==> src/rtl/ctrl_seq_if.sv <==
// rtl/ctrl_seq_if.sv - sequencer bus: memory handshakes, ALU flags, datapath selects
interface ctrl_seq_if #(
    parameter int ALUOP_W = 4
);
    logic [31:0]        instr;
    logic               ihit;
    logic               dhit;
    logic               zero;
    logic               negative;
    logic               overflow;
    logic               imemREN;
    logic               dmemREN;
    logic               dmemWEN;
    logic               PCEn;
    logic [1:0]         PCSrc;
    logic               RegWEN;
    logic [1:0]         RegDest;
    logic [1:0]         MemtoReg;
    logic               ExtOp;
    logic               ALUSrc;
    logic [ALUOP_W-1:0] ALUOP;
    logic [31:0]        ir;
    logic               halt;
    logic               timeout;

    modport master (
        input  instr, ihit, dhit, zero, negative, overflow,
        output imemREN, dmemREN, dmemWEN, PCEn, PCSrc, RegWEN, RegDest,
               MemtoReg, ExtOp, ALUSrc, ALUOP, ir, halt, timeout
    );

    modport slave (
        output instr, ihit, dhit, zero, negative, overflow,
        input  imemREN, dmemREN, dmemWEN, PCEn, PCSrc, RegWEN, RegDest,
               MemtoReg, ExtOp, ALUSrc, ALUOP, ir, halt, timeout
    );
endinterface

==> src/rtl/ctrl_seq.sv <==
// rtl/ctrl_seq.sv - multi-cycle FETCH/EXEC/MEM/WB sequencer with memory-wait watchdog
// Define OVF_TRAP_EN to halt on signed overflow of ADD/SUB/ADDI instead of writing back.
module ctrl_seq #(
    parameter int WAIT_MAX = 15,
    parameter int ALUOP_W  = 4
) (
    input  logic       CLK,
    input  logic       nRST,
    ctrl_seq_if.master bus
);
    localparam int CNT_W = $clog2(WAIT_MAX + 1);

    localparam logic [5:0] OP_RTYPE = 6'b000000;
    localparam logic [5:0] OP_J     = 6'b000010;
    localparam logic [5:0] OP_JAL   = 6'b000011;
    localparam logic [5:0] OP_BEQ   = 6'b000100;
    localparam logic [5:0] OP_BNE   = 6'b000101;
    localparam logic [5:0] OP_ADDI  = 6'b001000;
    localparam logic [5:0] OP_ADDIU = 6'b001001;
    localparam logic [5:0] OP_SLTI  = 6'b001010;
    localparam logic [5:0] OP_SLTIU = 6'b001011;
    localparam logic [5:0] OP_ANDI  = 6'b001100;
    localparam logic [5:0] OP_ORI   = 6'b001101;
    localparam logic [5:0] OP_XORI  = 6'b001110;
    localparam logic [5:0] OP_LUI   = 6'b001111;
    localparam logic [5:0] OP_LW    = 6'b100011;
    localparam logic [5:0] OP_SW    = 6'b101011;
    localparam logic [5:0] OP_HALT  = 6'b111111;

    localparam logic [5:0] F_SLL  = 6'b000000;
    localparam logic [5:0] F_SRL  = 6'b000010;
    localparam logic [5:0] F_JR   = 6'b001000;
    localparam logic [5:0] F_ADD  = 6'b100000;
    localparam logic [5:0] F_ADDU = 6'b100001;
    localparam logic [5:0] F_SUB  = 6'b100010;
    localparam logic [5:0] F_SUBU = 6'b100011;
    localparam logic [5:0] F_AND  = 6'b100100;
    localparam logic [5:0] F_OR   = 6'b100101;
    localparam logic [5:0] F_XOR  = 6'b100110;
    localparam logic [5:0] F_NOR  = 6'b100111;
    localparam logic [5:0] F_SLT  = 6'b101010;
    localparam logic [5:0] F_SLTU = 6'b101011;

    localparam logic [ALUOP_W-1:0] ALU_SLL  = ALUOP_W'(0);
    localparam logic [ALUOP_W-1:0] ALU_SRL  = ALUOP_W'(1);
    localparam logic [ALUOP_W-1:0] ALU_ADD  = ALUOP_W'(2);
    localparam logic [ALUOP_W-1:0] ALU_SUB  = ALUOP_W'(3);
    localparam logic [ALUOP_W-1:0] ALU_AND  = ALUOP_W'(4);
    localparam logic [ALUOP_W-1:0] ALU_OR   = ALUOP_W'(5);
    localparam logic [ALUOP_W-1:0] ALU_XOR  = ALUOP_W'(6);
    localparam logic [ALUOP_W-1:0] ALU_NOR  = ALUOP_W'(7);
    localparam logic [ALUOP_W-1:0] ALU_SLT  = ALUOP_W'(8);
    localparam logic [ALUOP_W-1:0] ALU_SLTU = ALUOP_W'(9);

    typedef enum logic [2:0] {S_FETCH, S_EXEC, S_MEM, S_WB, S_HALT} state_t;

    state_t             r_state;
    logic [31:0]        r_ir;
    logic [CNT_W-1:0]   r_cnt;
    logic               r_halt, r_timeout;
    logic               r_regwen, r_pcen;
    logic [1:0]         r_pcsrc, r_regdest, r_memtoreg;
    logic               r_extop, r_alusrc;
    logic [ALUOP_W-1:0] r_aluop;
    logic               r_dren, r_dwen;
    logic               r_wr, r_lw, r_sw, r_beq, r_bne, r_j, r_jal, r_jr, r_hlt, r_ovf_op;

    logic [5:0]         w_op, w_funct;
    logic               w_wr, w_lw, w_sw, w_beq, w_bne, w_j, w_jal, w_jr, w_hlt, w_ovf_op;
    logic [1:0]         w_regdest, w_memtoreg, w_pcsrc_exec;
    logic               w_extop, w_alusrc;
    logic [ALUOP_W-1:0] w_aluop;
    logic               w_cnt_last, w_take, w_ovf_trap;
    logic               w_unused;

    assign w_op    = bus.instr[31:26];
    assign w_funct = bus.instr[5:0];

    // Decode the word being fetched; results are latched alongside ir so they stay
    // stable for the whole instruction. Unlisted opcodes/functs decode to a NOP.
    always_comb begin
        w_wr = 1'b0; w_lw = 1'b0; w_sw = 1'b0; w_beq = 1'b0; w_bne = 1'b0;
        w_j = 1'b0; w_jal = 1'b0; w_jr = 1'b0; w_hlt = 1'b0; w_ovf_op = 1'b0;
        w_regdest = 2'd0; w_memtoreg = 2'd0; w_extop = 1'b0; w_alusrc = 1'b0;
        w_aluop = ALU_SLL;
        case (w_op)
            OP_RTYPE: begin
                w_wr      = 1'b1;
                w_regdest = 2'd1;
                case (w_funct)
                    F_SLL:  w_aluop = ALU_SLL;
                    F_SRL:  w_aluop = ALU_SRL;
                    F_JR:   begin w_wr = 1'b0; w_jr = 1'b1; w_regdest = 2'd0; end
                    F_ADD:  begin w_aluop = ALU_ADD; w_ovf_op = 1'b1; end
                    F_ADDU: w_aluop = ALU_ADD;
                    F_SUB:  begin w_aluop = ALU_SUB; w_ovf_op = 1'b1; end
                    F_SUBU: w_aluop = ALU_SUB;
                    F_AND:  w_aluop = ALU_AND;
                    F_OR:   w_aluop = ALU_OR;
                    F_XOR:  w_aluop = ALU_XOR;
                    F_NOR:  w_aluop = ALU_NOR;
                    F_SLT:  w_aluop = ALU_SLT;
                    F_SLTU: w_aluop = ALU_SLTU;
                    default: begin w_wr = 1'b0; w_regdest = 2'd0; end
                endcase
            end
            OP_J:     w_j = 1'b1;
            OP_JAL:   begin w_jal = 1'b1; w_wr = 1'b1; w_regdest = 2'd2; w_memtoreg = 2'd2; end
            OP_BEQ:   begin w_beq = 1'b1; w_extop = 1'b1; w_aluop = ALU_SUB; end
            OP_BNE:   begin w_bne = 1'b1; w_extop = 1'b1; w_aluop = ALU_SUB; end
            OP_ADDI:  begin w_wr = 1'b1; w_extop = 1'b1; w_alusrc = 1'b1; w_aluop = ALU_ADD; w_ovf_op = 1'b1; end
            OP_ADDIU: begin w_wr = 1'b1; w_extop = 1'b1; w_alusrc = 1'b1; w_aluop = ALU_ADD; end
            OP_SLTI:  begin w_wr = 1'b1; w_extop = 1'b1; w_alusrc = 1'b1; w_aluop = ALU_SLT; end
            OP_SLTIU: begin w_wr = 1'b1; w_extop = 1'b1; w_alusrc = 1'b1; w_aluop = ALU_SLTU; end
            OP_ANDI:  begin w_wr = 1'b1; w_alusrc = 1'b1; w_aluop = ALU_AND; end
            OP_ORI:   begin w_wr = 1'b1; w_alusrc = 1'b1; w_aluop = ALU_OR; end
            OP_XORI:  begin w_wr = 1'b1; w_alusrc = 1'b1; w_aluop = ALU_XOR; end
            OP_LUI:   begin w_wr = 1'b1; w_alusrc = 1'b1; w_memtoreg = 2'd3; end
            OP_LW:    begin w_lw = 1'b1; w_wr = 1'b1; w_extop = 1'b1; w_alusrc = 1'b1; w_memtoreg = 2'd1; w_aluop = ALU_ADD; end
            OP_SW:    begin w_sw = 1'b1; w_extop = 1'b1; w_alusrc = 1'b1; w_aluop = ALU_ADD; end
            OP_HALT:  w_hlt = 1'b1;
            default:  w_wr = 1'b0;
        endcase
    end

    // Timeout fires on the cycle the count would reach WAIT_MAX; a hit that cycle still wins.
    assign w_cnt_last = (r_cnt == CNT_W'(WAIT_MAX - 1));
    assign w_take     = (r_beq & bus.zero) | (r_bne & ~bus.zero);

    always_comb begin
        w_pcsrc_exec = 2'd0;
        if (r_jr)               w_pcsrc_exec = 2'd3;
        else if (r_j || r_jal)  w_pcsrc_exec = 2'd2;
        else if (w_take)        w_pcsrc_exec = 2'd1;
    end

`ifdef OVF_TRAP_EN
    assign w_ovf_trap = r_ovf_op & bus.overflow;
`else
    assign w_ovf_trap = 1'b0;
`endif

    assign w_unused = bus.negative ^ bus.overflow;

    always_ff @(posedge CLK or negedge nRST) begin
        if (!nRST) begin
            r_state <= S_FETCH;   r_ir <= 32'd0;       r_cnt <= '0;
            r_halt <= 1'b0;       r_timeout <= 1'b0;
            r_regwen <= 1'b0;     r_pcen <= 1'b0;      r_pcsrc <= 2'd0;
            r_regdest <= 2'd0;    r_memtoreg <= 2'd0;  r_extop <= 1'b0;
            r_alusrc <= 1'b0;     r_aluop <= '0;       r_dren <= 1'b0;   r_dwen <= 1'b0;
            r_wr <= 1'b0;  r_lw <= 1'b0;  r_sw <= 1'b0;  r_beq <= 1'b0;  r_bne <= 1'b0;
            r_j <= 1'b0;   r_jal <= 1'b0; r_jr <= 1'b0;  r_hlt <= 1'b0;  r_ovf_op <= 1'b0;
        end else begin
            r_regwen <= 1'b0;
            r_pcen   <= 1'b0;
            case (r_state)
                S_FETCH: begin
                    if (bus.ihit) begin
                        r_ir <= bus.instr;
                        r_regdest <= w_regdest; r_memtoreg <= w_memtoreg;
                        r_extop <= w_extop;     r_alusrc <= w_alusrc;   r_aluop <= w_aluop;
                        r_wr <= w_wr;   r_lw <= w_lw;   r_sw <= w_sw;   r_beq <= w_beq;
                        r_bne <= w_bne; r_j <= w_j;     r_jal <= w_jal; r_jr <= w_jr;
                        r_hlt <= w_hlt; r_ovf_op <= w_ovf_op;
                        r_state <= S_EXEC;
                    end else if (w_cnt_last) begin
                        r_halt    <= 1'b1;
                        r_timeout <= 1'b1;
                        r_state   <= S_HALT;
                    end else begin
                        r_cnt <= r_cnt + CNT_W'(1);
                    end
                end
                S_EXEC: begin
                    if (r_hlt || w_ovf_trap) begin
                        r_halt  <= 1'b1;
                        r_state <= S_HALT;
                    end else if (r_lw || r_sw) begin
                        r_cnt   <= '0;
                        r_dren  <= r_lw;
                        r_dwen  <= r_sw;
                        r_state <= S_MEM;
                    end else begin
                        r_pcen   <= 1'b1;
                        r_regwen <= r_wr;
                        r_pcsrc  <= w_pcsrc_exec;
                        r_state  <= S_WB;
                    end
                end
                S_MEM: begin
                    if (bus.dhit) begin
                        r_dren   <= 1'b0;
                        r_dwen   <= 1'b0;
                        r_pcen   <= 1'b1;
                        r_regwen <= r_wr;
                        r_pcsrc  <= 2'd0;
                        r_state  <= S_WB;
                    end else if (w_cnt_last) begin
                        r_dren    <= 1'b0;
                        r_dwen    <= 1'b0;
                        r_halt    <= 1'b1;
                        r_timeout <= 1'b1;
                        r_state   <= S_HALT;
                    end else begin
                        r_cnt <= r_cnt + CNT_W'(1);
                    end
                end
                S_WB: begin
                    r_cnt   <= '0;
                    r_state <= S_FETCH;
                end
                S_HALT:  r_state <= S_HALT;
                default: r_state <= S_FETCH;
            endcase
        end
    end

    // Gated by nRST so the request is low while reset is held yet rises right at release.
    assign bus.imemREN  = nRST & (r_state == S_FETCH);
    assign bus.dmemREN  = r_dren;
    assign bus.dmemWEN  = r_dwen;
    assign bus.PCEn     = r_pcen;
    assign bus.PCSrc    = r_pcsrc;
    assign bus.RegWEN   = r_regwen;
    assign bus.RegDest  = r_regdest;
    assign bus.MemtoReg = r_memtoreg;
    assign bus.ExtOp    = r_extop;
    assign bus.ALUSrc   = r_alusrc;
    assign bus.ALUOP    = r_aluop;
    assign bus.ir       = r_ir;
    assign bus.halt     = r_halt;
    assign bus.timeout  = r_timeout;
endmodule

==> src/flat_wrapper.sv <==
// flat-port wrapper written by rule: the top's interface ports become plain ports
module ctrl_seq_flat 
#(
    parameter int WAIT_MAX = 15,
    parameter int ALUOP_W  = 4
)
  (CLK, nRST, bus_instr, bus_ihit, bus_dhit, bus_zero, bus_negative, bus_overflow, bus_imemREN, bus_dmemREN, bus_dmemWEN, bus_PCEn, bus_PCSrc, bus_RegWEN, bus_RegDest, bus_MemtoReg, bus_ExtOp, bus_ALUSrc, bus_ALUOP, bus_ir, bus_halt, bus_timeout);
  ctrl_seq_if #(.ALUOP_W(ALUOP_W)) bus_i ();
  input  logic CLK;
  input  logic nRST;
  input wire logic [$bits(bus_i.instr)-1:0] bus_instr;
  input wire logic [$bits(bus_i.ihit)-1:0] bus_ihit;
  input wire logic [$bits(bus_i.dhit)-1:0] bus_dhit;
  input wire logic [$bits(bus_i.zero)-1:0] bus_zero;
  input wire logic [$bits(bus_i.negative)-1:0] bus_negative;
  input wire logic [$bits(bus_i.overflow)-1:0] bus_overflow;
  output wire logic [$bits(bus_i.imemREN)-1:0] bus_imemREN;
  output wire logic [$bits(bus_i.dmemREN)-1:0] bus_dmemREN;
  output wire logic [$bits(bus_i.dmemWEN)-1:0] bus_dmemWEN;
  output wire logic [$bits(bus_i.PCEn)-1:0] bus_PCEn;
  output wire logic [$bits(bus_i.PCSrc)-1:0] bus_PCSrc;
  output wire logic [$bits(bus_i.RegWEN)-1:0] bus_RegWEN;
  output wire logic [$bits(bus_i.RegDest)-1:0] bus_RegDest;
  output wire logic [$bits(bus_i.MemtoReg)-1:0] bus_MemtoReg;
  output wire logic [$bits(bus_i.ExtOp)-1:0] bus_ExtOp;
  output wire logic [$bits(bus_i.ALUSrc)-1:0] bus_ALUSrc;
  output wire logic [$bits(bus_i.ALUOP)-1:0] bus_ALUOP;
  output wire logic [$bits(bus_i.ir)-1:0] bus_ir;
  output wire logic [$bits(bus_i.halt)-1:0] bus_halt;
  output wire logic [$bits(bus_i.timeout)-1:0] bus_timeout;
  assign bus_i.instr = bus_instr;
  assign bus_i.ihit = bus_ihit;
  assign bus_i.dhit = bus_dhit;
  assign bus_i.zero = bus_zero;
  assign bus_i.negative = bus_negative;
  assign bus_i.overflow = bus_overflow;
  assign bus_imemREN = bus_i.imemREN;
  assign bus_dmemREN = bus_i.dmemREN;
  assign bus_dmemWEN = bus_i.dmemWEN;
  assign bus_PCEn = bus_i.PCEn;
  assign bus_PCSrc = bus_i.PCSrc;
  assign bus_RegWEN = bus_i.RegWEN;
  assign bus_RegDest = bus_i.RegDest;
  assign bus_MemtoReg = bus_i.MemtoReg;
  assign bus_ExtOp = bus_i.ExtOp;
  assign bus_ALUSrc = bus_i.ALUSrc;
  assign bus_ALUOP = bus_i.ALUOP;
  assign bus_ir = bus_i.ir;
  assign bus_halt = bus_i.halt;
  assign bus_timeout = bus_i.timeout;
  ctrl_seq #(.WAIT_MAX(WAIT_MAX), .ALUOP_W(ALUOP_W)) u_core (.CLK(CLK), .nRST(nRST), .bus(bus_i));
endmodule
==> config.mk <==
export PLATFORM = sky130hd
export DESIGN_NAME = ctrl_seq_flat
export DESIGN_NICKNAME = d
export VERILOG_FILES = /design/src/rtl/ctrl_seq_if.sv /design/src/rtl/ctrl_seq.sv /design/src/flat_wrapper.sv
export SDC_FILE = /design/constraint.sdc
export NUM_CORES = 1
export LEC_CHECK = 0
export BUFFER_PORTS_ARGS = -buffer_cell sky130_fd_sc_hd__buf_2
export CAP_MARGIN = 20
export CORE_ASPECT_RATIO = 1.4
export CORE_UTILIZATION = 51
export CTS_BUF_LIST = sky130_fd_sc_hd__clkbuf_16
export CTS_CLUSTER_DIAMETER = 120
export DETAILED_ROUTE_END_ITERATION = 10
export GPL_ROUTABILITY_DRIVEN = 0
export PLACE_DENSITY = 0.91
export SLEW_MARGIN = 20
export SYNTH_ARGS = -nofsm -noshare
export SYNTH_HDL_FRONTEND = slang
export SYNTH_SLANG_ARGS = --single-unit
==> constraint.sdc <==
create_clock -name CLK -period 1.9 [get_ports CLK]
set_input_delay 0.095 -clock CLK [delete_from_list [all_inputs] [get_ports CLK]]
set_output_delay 0.095 -clock CLK [all_outputs]
set_load 0.01 [all_outputs]
==> results of run 1 <==
stage by stage:
step	std cells	hold slack, ps
4_1_cts	531	19.0
3_3_place_gp	494	285
2_1_floorplan	345	-201
6_report	531	27.9
5_1_grt	531	39.4
3_5_place_dp	494	291
layout make-up:
class	count	area, µm²	area share
tap	68	85.1	0.0210
multi-input combinational	248	1250	0.310
inverter	12	45.0	0.0111
clock inverter	7	53.8	0.0133
sequential	65	1630	0.402
timing repair buffer	122	758	0.187
clock buffer	9	225	0.0557
state kept, by name, indices dropped and copies added, names as in the netlist:
| register | cells |
|---|---|
| u_core.r_lw | 1 |
| u_core.bus.dmemREN | 1 |
| u_core.bus.PCSrc | 2 |
| u_core.bus.ir | 32 |
| u_core.r_bne | 1 |
| u_core.r_j | 1 |
| u_core.r_hlt | 1 |
| u_core.bus.MemtoReg | 2 |
| u_core.r_jal | 1 |
| u_core.bus.RegWEN | 1 |
| u_core.r_jr | 1 |
| u_core.bus.PCEn | 1 |
| u_core.bus.halt | 1 |
| u_core.r_wr | 1 |
| u_core.r_sw | 1 |
| u_core.r_state | 3 |
| u_core.bus.timeout | 1 |
| u_core.bus.dmemWEN | 1 |
| u_core.r_cnt | 4 |
| u_core.bus.RegDest | 1 |
| u_core.r_beq | 1 |
| u_core.bus.ExtOp | 1 |
| u_core.bus.ALUOP | 4 |
| u_core.bus.ALUSrc | 1 |
worst paths after layout:
kind                                 endpoint          startpoint  cells after the start
max                              u_core.r_beq   u_core.r_state[1]                      5
min                          u_core.bus.ir[3]        bus_instr[3]                      3
max reg2reg                      u_core.r_beq   u_core.r_state[1]                      5
min reg2reg                u_core.bus.timeout  u_core.bus.timeout                      1
max in group asynchronous  u_core.bus.dmemREN                nRST                      3
min in group asynchronous     u_core.r_cnt[0]                nRST                      3
timing repair:
action                                  in CTS  in global routing
hold endpoints to repair                    46                  0
hold buffers                                21                  0
endpoints found under the setup margin       0                  4
resized for setup                            0                  3
power breakdown:
part           internal, mW  total (mW)  switching, mW
Combinational         0.836        2.03           1.19
Sequential             1.86        2.11          0.251
Clock                 0.988        1.53          0.542
Total                  3.68        5.67           1.98
placed cells by master (no fill, tap or decap), types with 2 or more instances in the layout:
cell type	instances
dlygate4sd3_1	21
buf_2	87
o31ai_1	5
o22ai_1	2
a31oi_1	3
a22o_1	2
dfrtp_1	65
mux2_2	4
nor2_1	25
nand4_1	2
buf_4	12
clkbuf_16	9
nor2b_1	2
nand2b_1	4
nand3_1	7
mux2i_1	5
o211ai_1	2
nand3b_1	3
buf_6	2
nand2_1	126
a21oi_1	12
o21ai_0	17
inv_1	14
nor3_1	5
ha_1	2
clkinv_1	3
logic make-up after synthesis:
group	after synthesis	share of synthesized area
AND/OR/NAND/NOR	182	0.255
flip-flops	65	0.542
AO/OA/AOI/OAI	54	0.115
buffers and inverters	32	0.0450
multiplexers	9	0.0317
adder cells (fa/ha/maj)	2	0.00834
XOR/XNOR	1	0.00292
metal layers:
metal,share of wire,global-route usage
met1,0.38,0.310
met2,0.54,0.449
met3,0.051,0.0530
met5,0,0
met4,0.029,0.140
worst max-delay path: stages (launching register included):
cell	delay [ps]
dfrtp_1	370
nand2b_4	160
or3_2	470
buf_6	210
buf_6	200
o31ai_1	250
==> impl_results.md, run 1 <==
- Avg Inst Size Synth: 8.70 µm²
- Largest net degree at the start of global routing: 66
- Setup Skew: 3.78 ps
- Final ANT Viol Nets: 0
- Final setup TNS: 0 ps
- Core area: 5610 µm²
- CP Max Fanout: 31
- Clock sinks: 65
- H-tree levels: 3
- Total power: 5.67 mW
- CTS Buf Count: 9
- Vias in the first global route: 2,847
- Max-slew violation count: 0
- FF+latch count, synth: 65
- Post-DR wirelength/cell: 14.1 µm
- Mapped Area: 3000 µm²
- Number of synthesized flops with an enable pin: 0
- Share of the synthesized area in the top cell type: 0.542
- Pleak: 2.14 nW
- Placed cell area: 3540 µm²
- Worst-Skew Late Latency: 320 ps
- Flop-to-flop setup slack: 140 ps
- Die H: 92.8 µm
- Max_slew headroom: 0.464
- Status: finished clean
- DIE AREA: 6200 µm²
- Routed wire length: 7.47 mm
- First-pass GRT wire length: 12.4 mm
- Final nets: 499
- CP endpoint kind: flip-flop
- Post-synth top cells: nand2_1, dfrtp_1, nor2_1
- Synth Warn #: 0
- Cell row count: 32
- Count leader, synth: nand2_1
- Type of the worst min-delay path: primary input to flip-flop
- Post-synth ARST share: 1.00
- CTS clk-pin slew, worst paths: 50 ps
- Post-synth top area cell: dfrtp_1
- DPL Wire Length: 5.08 mm
- Max Cap Violations: 0
- CTS tree: done
- Maximum VDD drop: 780 µV
- Total GRT Usage: 0.266
- Minimum clock period: 1760 ps
- Global route overflow: 0
- Clock Root Buffer: clkbuf_16
- Worst EP required: 2120 ps
- Num ports: 90
- Routed vias: 2,866
- Initial Util: 0.535
- Post-route cell area: 4050 µm²
- Pin slew with the least headroom to its limit: 804 ps
- PwrDens: 1400 nW/µm²
- Die W: 66.8 µm
- Vias per inst: 5.40
- Fin util: 0.722
- Initial antenna violation count: 0
- Critical path launch point type: flip-flop
- Period utilization: 0.927
- # fillers: 419
- Crit path kind: flip-flop to flip-flop
- First-pass detailed-route iteration total: 4
- CTS max path bufs: 2
- Drt first-iter violations: 219
- Area growth from synthesis to layout: 34.9%
- Final hold vios: 0
- Post-Syn Instances: 345
- Setup Fix Bufs, Post-CTS: 0
- Pre-CTS setup slack: 30.0 ps
- ANT cells: 0
- RSZ-0062 raised after global routing: false
- Port bufs: 87
- Primary FF master, synth: dfrtp_1
- F_max: 568 MHz
- Sequential area share after synthesis: 0.542
- Residual DRC: 0
- Synthesized Nets: 386
- Critical path arrival: 1980 ps
- Final setup viols: 0
- Distinct cells, synth: 44
- Final WS setup: 138 ps
- Area contributors post-synth: dfrtp_1, nand2_1, nor2_1
- Layout cell share with drive strength beyond 1: 0.261
Power figures use the tool's default switching activity.
==> run 2: changes to the inputs <==
--- a/config.mk
+++ b/config.mk
@@ -7,13 +7,15 @@
 export LEC_CHECK = 0
 export BUFFER_PORTS_ARGS = -buffer_cell sky130_fd_sc_hd__buf_2
 export CAP_MARGIN = 20
+export CELL_PAD_IN_SITES_DETAIL_PLACEMENT = 0
+export CELL_PAD_IN_SITES_GLOBAL_PLACEMENT = 1
 export CORE_ASPECT_RATIO = 1.4
-export CORE_UTILIZATION = 51
+export CORE_UTILIZATION = 37
 export CTS_BUF_LIST = sky130_fd_sc_hd__clkbuf_16
 export CTS_CLUSTER_DIAMETER = 120
 export DETAILED_ROUTE_END_ITERATION = 10
 export GPL_ROUTABILITY_DRIVEN = 0
-export PLACE_DENSITY = 0.91
+export PLACE_DENSITY = 0.9
 export SLEW_MARGIN = 20
 export SYNTH_ARGS = -nofsm -noshare
 export SYNTH_HDL_FRONTEND = slang
==> constraint.sdc (replaced) <==
create_clock -name CLK -period 1.95 [get_ports CLK]
set_input_delay 0.0975 -clock CLK [delete_from_list [all_inputs] [get_ports CLK]]
set_output_delay 0.0975 -clock CLK [all_outputs]
set_load 0.01 [all_outputs]
==> impl_results.md, run 2 (synthesized netlist as in run 1, its figures left out) <==
- Final setup TNS: 0 ps
- Met2 wire len: 3.77 mm
- Area growth from synthesis to layout: 35.2%
- Initial antenna violation count: 0
- Vias per inst: 4.94
- H-tree levels: 3
- Die H: 109 µm
- Crit path kind: flip-flop to flip-flop
- Die W: 78.1 µm
- DR top layer: met4
- Multi-input gate area: 1250 µm²
- Max Cap Violations: 0
- Initial Util: 0.385
- Cell row count: 38
- Routed wire length: 7.41 mm
- Residual DRC: 0
- Max_slew headroom: 0.456
- Critical path arrival: 2060 ps
- Post-route cell area: 4060 µm²
- Critical path launch point type: flip-flop
- Setup Fix Bufs, Post-CTS: 0
- Commonest non-fill, non-tap cell in the layout: nand2_1
- Max-slew violation count: 0
- Non-filler cells, final: 557
- Worst-Skew Late Latency: 330 ps
- Final setup viols: 0
- Combinational share of power: 0.353
- Setup Skew: 5.04 ps
- Final ANT Viol Nets: 0
- Clock Root Buffer: clkbuf_16
- CP Max Fanout: 4
- Layout cell share with drive strength beyond 1: 0.258
- Worst EP required: 2170 ps
- CTS clk-pin slew, worst paths: 50 ps
- Pin slew with the least headroom to its limit: 817 ps
- Psw: 1.93 mW
- Port bufs: 87
- Pleak: 2.13 nW
- Worst reg-to-reg path cell count: 4
- Core area: 7800 µm²
- Total power: 5.51 mW
- Number of flip-flops in the largest register: 32
- Int Pwr: 3.58 mW
- F_max: 545 MHz
- Metal-1 WL: 3.17 mm
- Failing checks: negative hold slack
- CTS Buf Count: 9
- Minimum clock period: 1830 ps
- Largest net degree at the start of global routing: 66
- ANT cells: 0
- CP max stage delay: 480 ps
- Global route overflow: 0
- First-pass GRT wire length: 11.9 mm
- Seq pwr share: 0.373
- # fillers: 779
- DIE AREA: 8480 µm²
- Clock share of power: 0.274
- Final nets: 494
- Status: finished with violations
- Drt first-iter violations: 175
- DPL Wire Length: 5.01 mm
- Metal3 WL: 384 µm
- Clock sinks: 65
- Type of the worst min-delay path: primary input to asynchronous set/reset pin
- Fin util: 0.520
- Placed instance count: 522
- Total GRT Usage: 0.184
- Sequential cell area: 1630 µm²
- RSZ-0062 raised after global routing: false
- Switching part of the total: 0.350
- Final hold vios: 54
- Vias in the first global route: 2,531
- First-pass detailed-route iteration total: 4
- CTS tree: done
- Post-DR wirelength/cell: 13.3 µm
- Hold slack: -56.5 ps
- PwrDens: 1360 nW/µm²
- Maximum VDD drop: 583 µV
- Commonest non-fill, non-tap cells in the layout: nand2_1, buf_2, dfrtp_1, nor2_1, dlygate4sd3_1
- Routed vias: 2,751
- Period utilization: 0.941
- CTS max path bufs: 2
- Placed cell area: 3580 µm²
- Slowest CP cell: or3_2
- Num ports: 90
- Final WS setup: 115 ps
- Crit-path cells: nand2b_4 -> or3_2 -> a2111o_1 -> o41ai_2
- CP endpoint kind: flip-flop
- Pre-CTS setup slack: 120 ps
## run 2: power by group through the flow
stage / clock, mW / combinational [mW] / sequential, mW
floorplan: 0 / 0.956 / 2.25
global placement: 0 / 1.89 / 2.05
global route: 1.61 / 2.18 / 2.11
detailed placement: 0 / 1.93 / 2.07
finish: 1.51 / 1.94 / 2.05
CTS: 1.55 / 1.98 / 2.06
## run 2: final timing paths
path / startpoint / to / slack, ps
min in group CLK: bus_instr[4] / u_core.bus.ir[4] / 20
setup reg to reg: u_core.r_state[1] / u_core.bus.ALUOP[2] / 120
setup / recovery: u_core.r_state[1] / u_core.bus.ALUOP[2] / 120
hold reg to reg: u_core.bus.timeout / u_core.bus.timeout / 460
hold / removal: nRST / u_core.r_cnt[2] / -60
max in group asynchronous: nRST / u_core.bus.ALUSrc / 1450
## run 2: final cells by class
cell class,count,area share
sequential,65,0.401
multi-input combinational,248,0.307
timing repair buffer,117,0.181
clock buffer,9,0.0555
tap,100,0.0308
clock inverter,6,0.0130
inverter,12,0.0111
## run 2: layer usage
| layer | up-vias | global-route usage |
|---|---|---|
| met5 | - | 0 |
| met4 | 0 | 0.0714 |
| met3 | 8 | 0.0540 |
| li1 | 1351 | - |
| met2 | 72 | 0.316 |
| met1 | 1320 | 0.216 |
## run 2: repair_timing
action / 4_1_cts / 5_1_grt
hold endpoints to repair: 20 / 0
hold buffers: 20 / 0
resized for setup: 0 / 0
## run 2: critical path: cells and delay by family (launching register included)
kind / cells / cell delay [ps]
flip-flops: 1 / 380
AO/OA/AOI/OAI: 2 / 710
AND/OR/NAND/NOR: 2 / 640
==> run 3: changes to the inputs <==
--- a/config.mk
+++ b/config.mk
@@ -5,6 +5,7 @@
 export SDC_FILE = /design/constraint.sdc
 export NUM_CORES = 1
 export LEC_CHECK = 0
+export ABC_AREA = 1
 export BUFFER_PORTS_ARGS = -buffer_cell sky130_fd_sc_hd__buf_2
 export CAP_MARGIN = 20
 export CELL_PAD_IN_SITES_DETAIL_PLACEMENT = 0
@@ -15,7 +16,7 @@
 export CTS_CLUSTER_DIAMETER = 120
 export DETAILED_ROUTE_END_ITERATION = 10
 export GPL_ROUTABILITY_DRIVEN = 0
-export PLACE_DENSITY = 0.9
+export PLACE_DENSITY = 0.91
 export SLEW_MARGIN = 20
 export SYNTH_ARGS = -nofsm -noshare
 export SYNTH_HDL_FRONTEND = slang
==> impl_results.md, run 3 <==
- Status: finished clean
- CTS max path bufs: 2
- Total GRT Usage: 0.188
- ANT cells: 0
- Switching part of the total: 0.352
- Fin util: 0.515
- Count leader, synth: nand2_1
- Largest net degree at the start of global routing: 66
- Pin slew with the least headroom to its limit: 425 ps
- Setup Fix Bufs, Post-CTS: 0
- Post-synth ARST share: 1.00
- Number of synthesized flops with an enable pin: 0
- Slowest CP cell: dfrtp_1
- Mapped Area: 2980 µm²
- Pleak: 2.20 nW
- Number of flip-flops in the largest register: 32
- Max Cap Violations: 0
- Vias in the first global route: 2,641
- CP endpoint kind: flip-flop
- First-pass GRT wire length: 12.0 mm
- First-pass detailed-route iteration total: 6
- Final nets: 511
- H-tree levels: 3
- CTS clk-pin slew, worst paths: 50 ps
- WHS Path Cells: 3
- Area growth from synthesis to layout: 34.8%
- Max_slew headroom: 0.714
- Post-DR wirelength/cell: 12.4 µm
- Commonest non-fill, non-tap cell in the layout: nand2_1
- Cell mode on critical path: nand2_1
- Commonest non-fill, non-tap cells in the layout: nand2_1, buf_2, dfrtp_1, inv_1, dlygate4sd3_1
- DIE AREA: 8420 µm²
- Post-CTS Resized: 0
- Worst-Skew Late Latency: 320 ps
- Clock sinks: 65
- Core area: 7800 µm²
- Post-route cell area: 4010 µm²
- Initial antenna violation count: 0
- Final setup TNS: 0 ps
- Port bufs: 87
- Post-Syn Instances: 358
- Reg-to-reg startpoint: u_core.r_state[0]
- Critical path launch point type: flip-flop
- F_max: 609 MHz
- RSZ-0062 raised after global routing: false
- CP Max Fanout: 17
- Seq pwr share: 0.389
- Routed wire length: 7.14 mm
- Sequential area share after synthesis: 0.546
- Worst EP required: 2210 ps
- Psw: 1.89 mW
- Period utilization: 0.842
- Final setup viols: 0
- Minimum clock period: 1640 ps
- FF+latch count, synth: 65
- Die H: 108 µm
- Initial Util: 0.382
- Share of the synthesized area in the top cell type: 0.546
- CTS tree: done
- Residual DRC: 0
- Distinct cells, synth: 34
- Clock Root Buffer: clkbuf_16
- Setup Skew: 7.30 ps
- Synthesized Nets: 399
- CP max stage delay: 410 ps
- Crit path to: u_core.bus.ir[20]
- Critical path arrival: 1900 ps
- Maximum VDD drop: 619 µV
- Combinational share of power: 0.331
- Primary FF master, synth: dfrtp_1
- Final hold vios: 0
- Layout cell share with drive strength beyond 1: 0.259
- Crit-path cells: nor2_2 -> nand3_4 -> inv_2 -> buf_4 -> nand2_1 -> nand2_1
- Int Pwr: 3.48 mW
- Die W: 77.8 µm
- CP startpoint: u_core.r_state[0]
- Vias per inst: 4.59
- DPL Wire Length: 5.00 mm
- Final ANT Viol Nets: 0
- Global route overflow: 0
- Synth Warn #: 0
- FF-to-FF End: u_core.bus.ir[20]
- PwrDens: 1340 nW/µm²
- # fillers: 736
- Placed cell area: 3520 µm²
- Worst reg-to-reg path cell count: 6
- Drt first-iter violations: 144
- Crit path kind: flip-flop to flip-flop
- Avg Inst Size Synth: 8.32 µm²
- Clock share of power: 0.280
- Cell row count: 38
- Area contributors post-synth: dfrtp_1, nand2_1, inv_1
- Flop-to-flop setup slack: 310 ps
- Max-slew violation count: 0
- Num ports: 90
- Type of the worst min-delay path: primary input to flip-flop
- Routed vias: 2,637
- CTS Buf Count: 9
- Post-synth top area cell: dfrtp_1
- Post-synth top cells: nand2_1, dfrtp_1, inv_1
==> run 3: worst min-delay path by stage <==
stage,endpoint,slack [ps],from
floorplan,u_core.bus.ALUOP[0],-200,nRST
global placement,u_core.bus.ALUOP[0],220,nRST
detailed placement,u_core.bus.ALUOP[0],230,nRST
CTS,u_core.bus.ir[29],50,bus_instr[29]
global route,u_core.bus.ir[31],80,bus_instr[31]
finish,u_core.bus.ir[29],70,bus_instr[29]
==> run 3: repair_timing <==
action                                  CTS  global route
hold endpoints to repair                 85             0
endpoints found under the setup margin    0             0
hold buffers                             21             0
==> run 3: layer usage <==
metal / track usage / wire length [µm]
met3: 0.0447 / 364
met5: 0 / 0
met4: 0.0930 / 137
met1: 0.212 / 3010
met2: 0.330 / 3630
==> run 3: critical path, delay by kind of cell (launching register included) <==
kind          cells  cell delay [ps]
buf+inv           2              570
flops             1              410
simple gates      4              580
==> run 3: logic make-up after synthesis <==
group | after synthesis | synth area share
buffers and inverters | 41 | 0.0613
XOR/XNOR | 2 | 0.00588
adder cells (fa/ha/maj) | 2 | 0.00840
AND/OR/NAND/NOR | 207 | 0.299
flip-flops | 65 | 0.546
AO/OA/AOI/OAI | 41 | 0.0790
==> run 3: stage by stage <==
step	hold slack (ps)	setup WS (ps)	cells	power (mW)
global route	78.2	163	575	5.78
CTS	51.1	279	575	5.42
finish	66.3	308	575	5.37
floorplan	-198	663	358	3.18
detailed placement	232	303	538	3.86
global placement	220	341	538	3.81
==> run 3: power groups by stage <==
stage,clock [mW],sequential (mW),combinational [mW]
2_1_floorplan,0,2.26,0.919
3_3_place_gp,0,2.08,1.73
3_5_place_dp,0,2.09,1.77
4_1_cts,1.53,2.09,1.80
5_1_grt,1.60,2.15,2.03
6_report,1.50,2.09,1.78
==> run 3: cell type report <==
class	instances	area, µm²	share of cell area
inverters	30	113	0.0281
clock buffers	9	225	0.0561
repair buffers	112	701	0.175
clock inverters	7	55.1	0.0137
multi-input cells	252	1170	0.291
flip-flops and latches	65	1630	0.405
well taps	100	125	0.0312
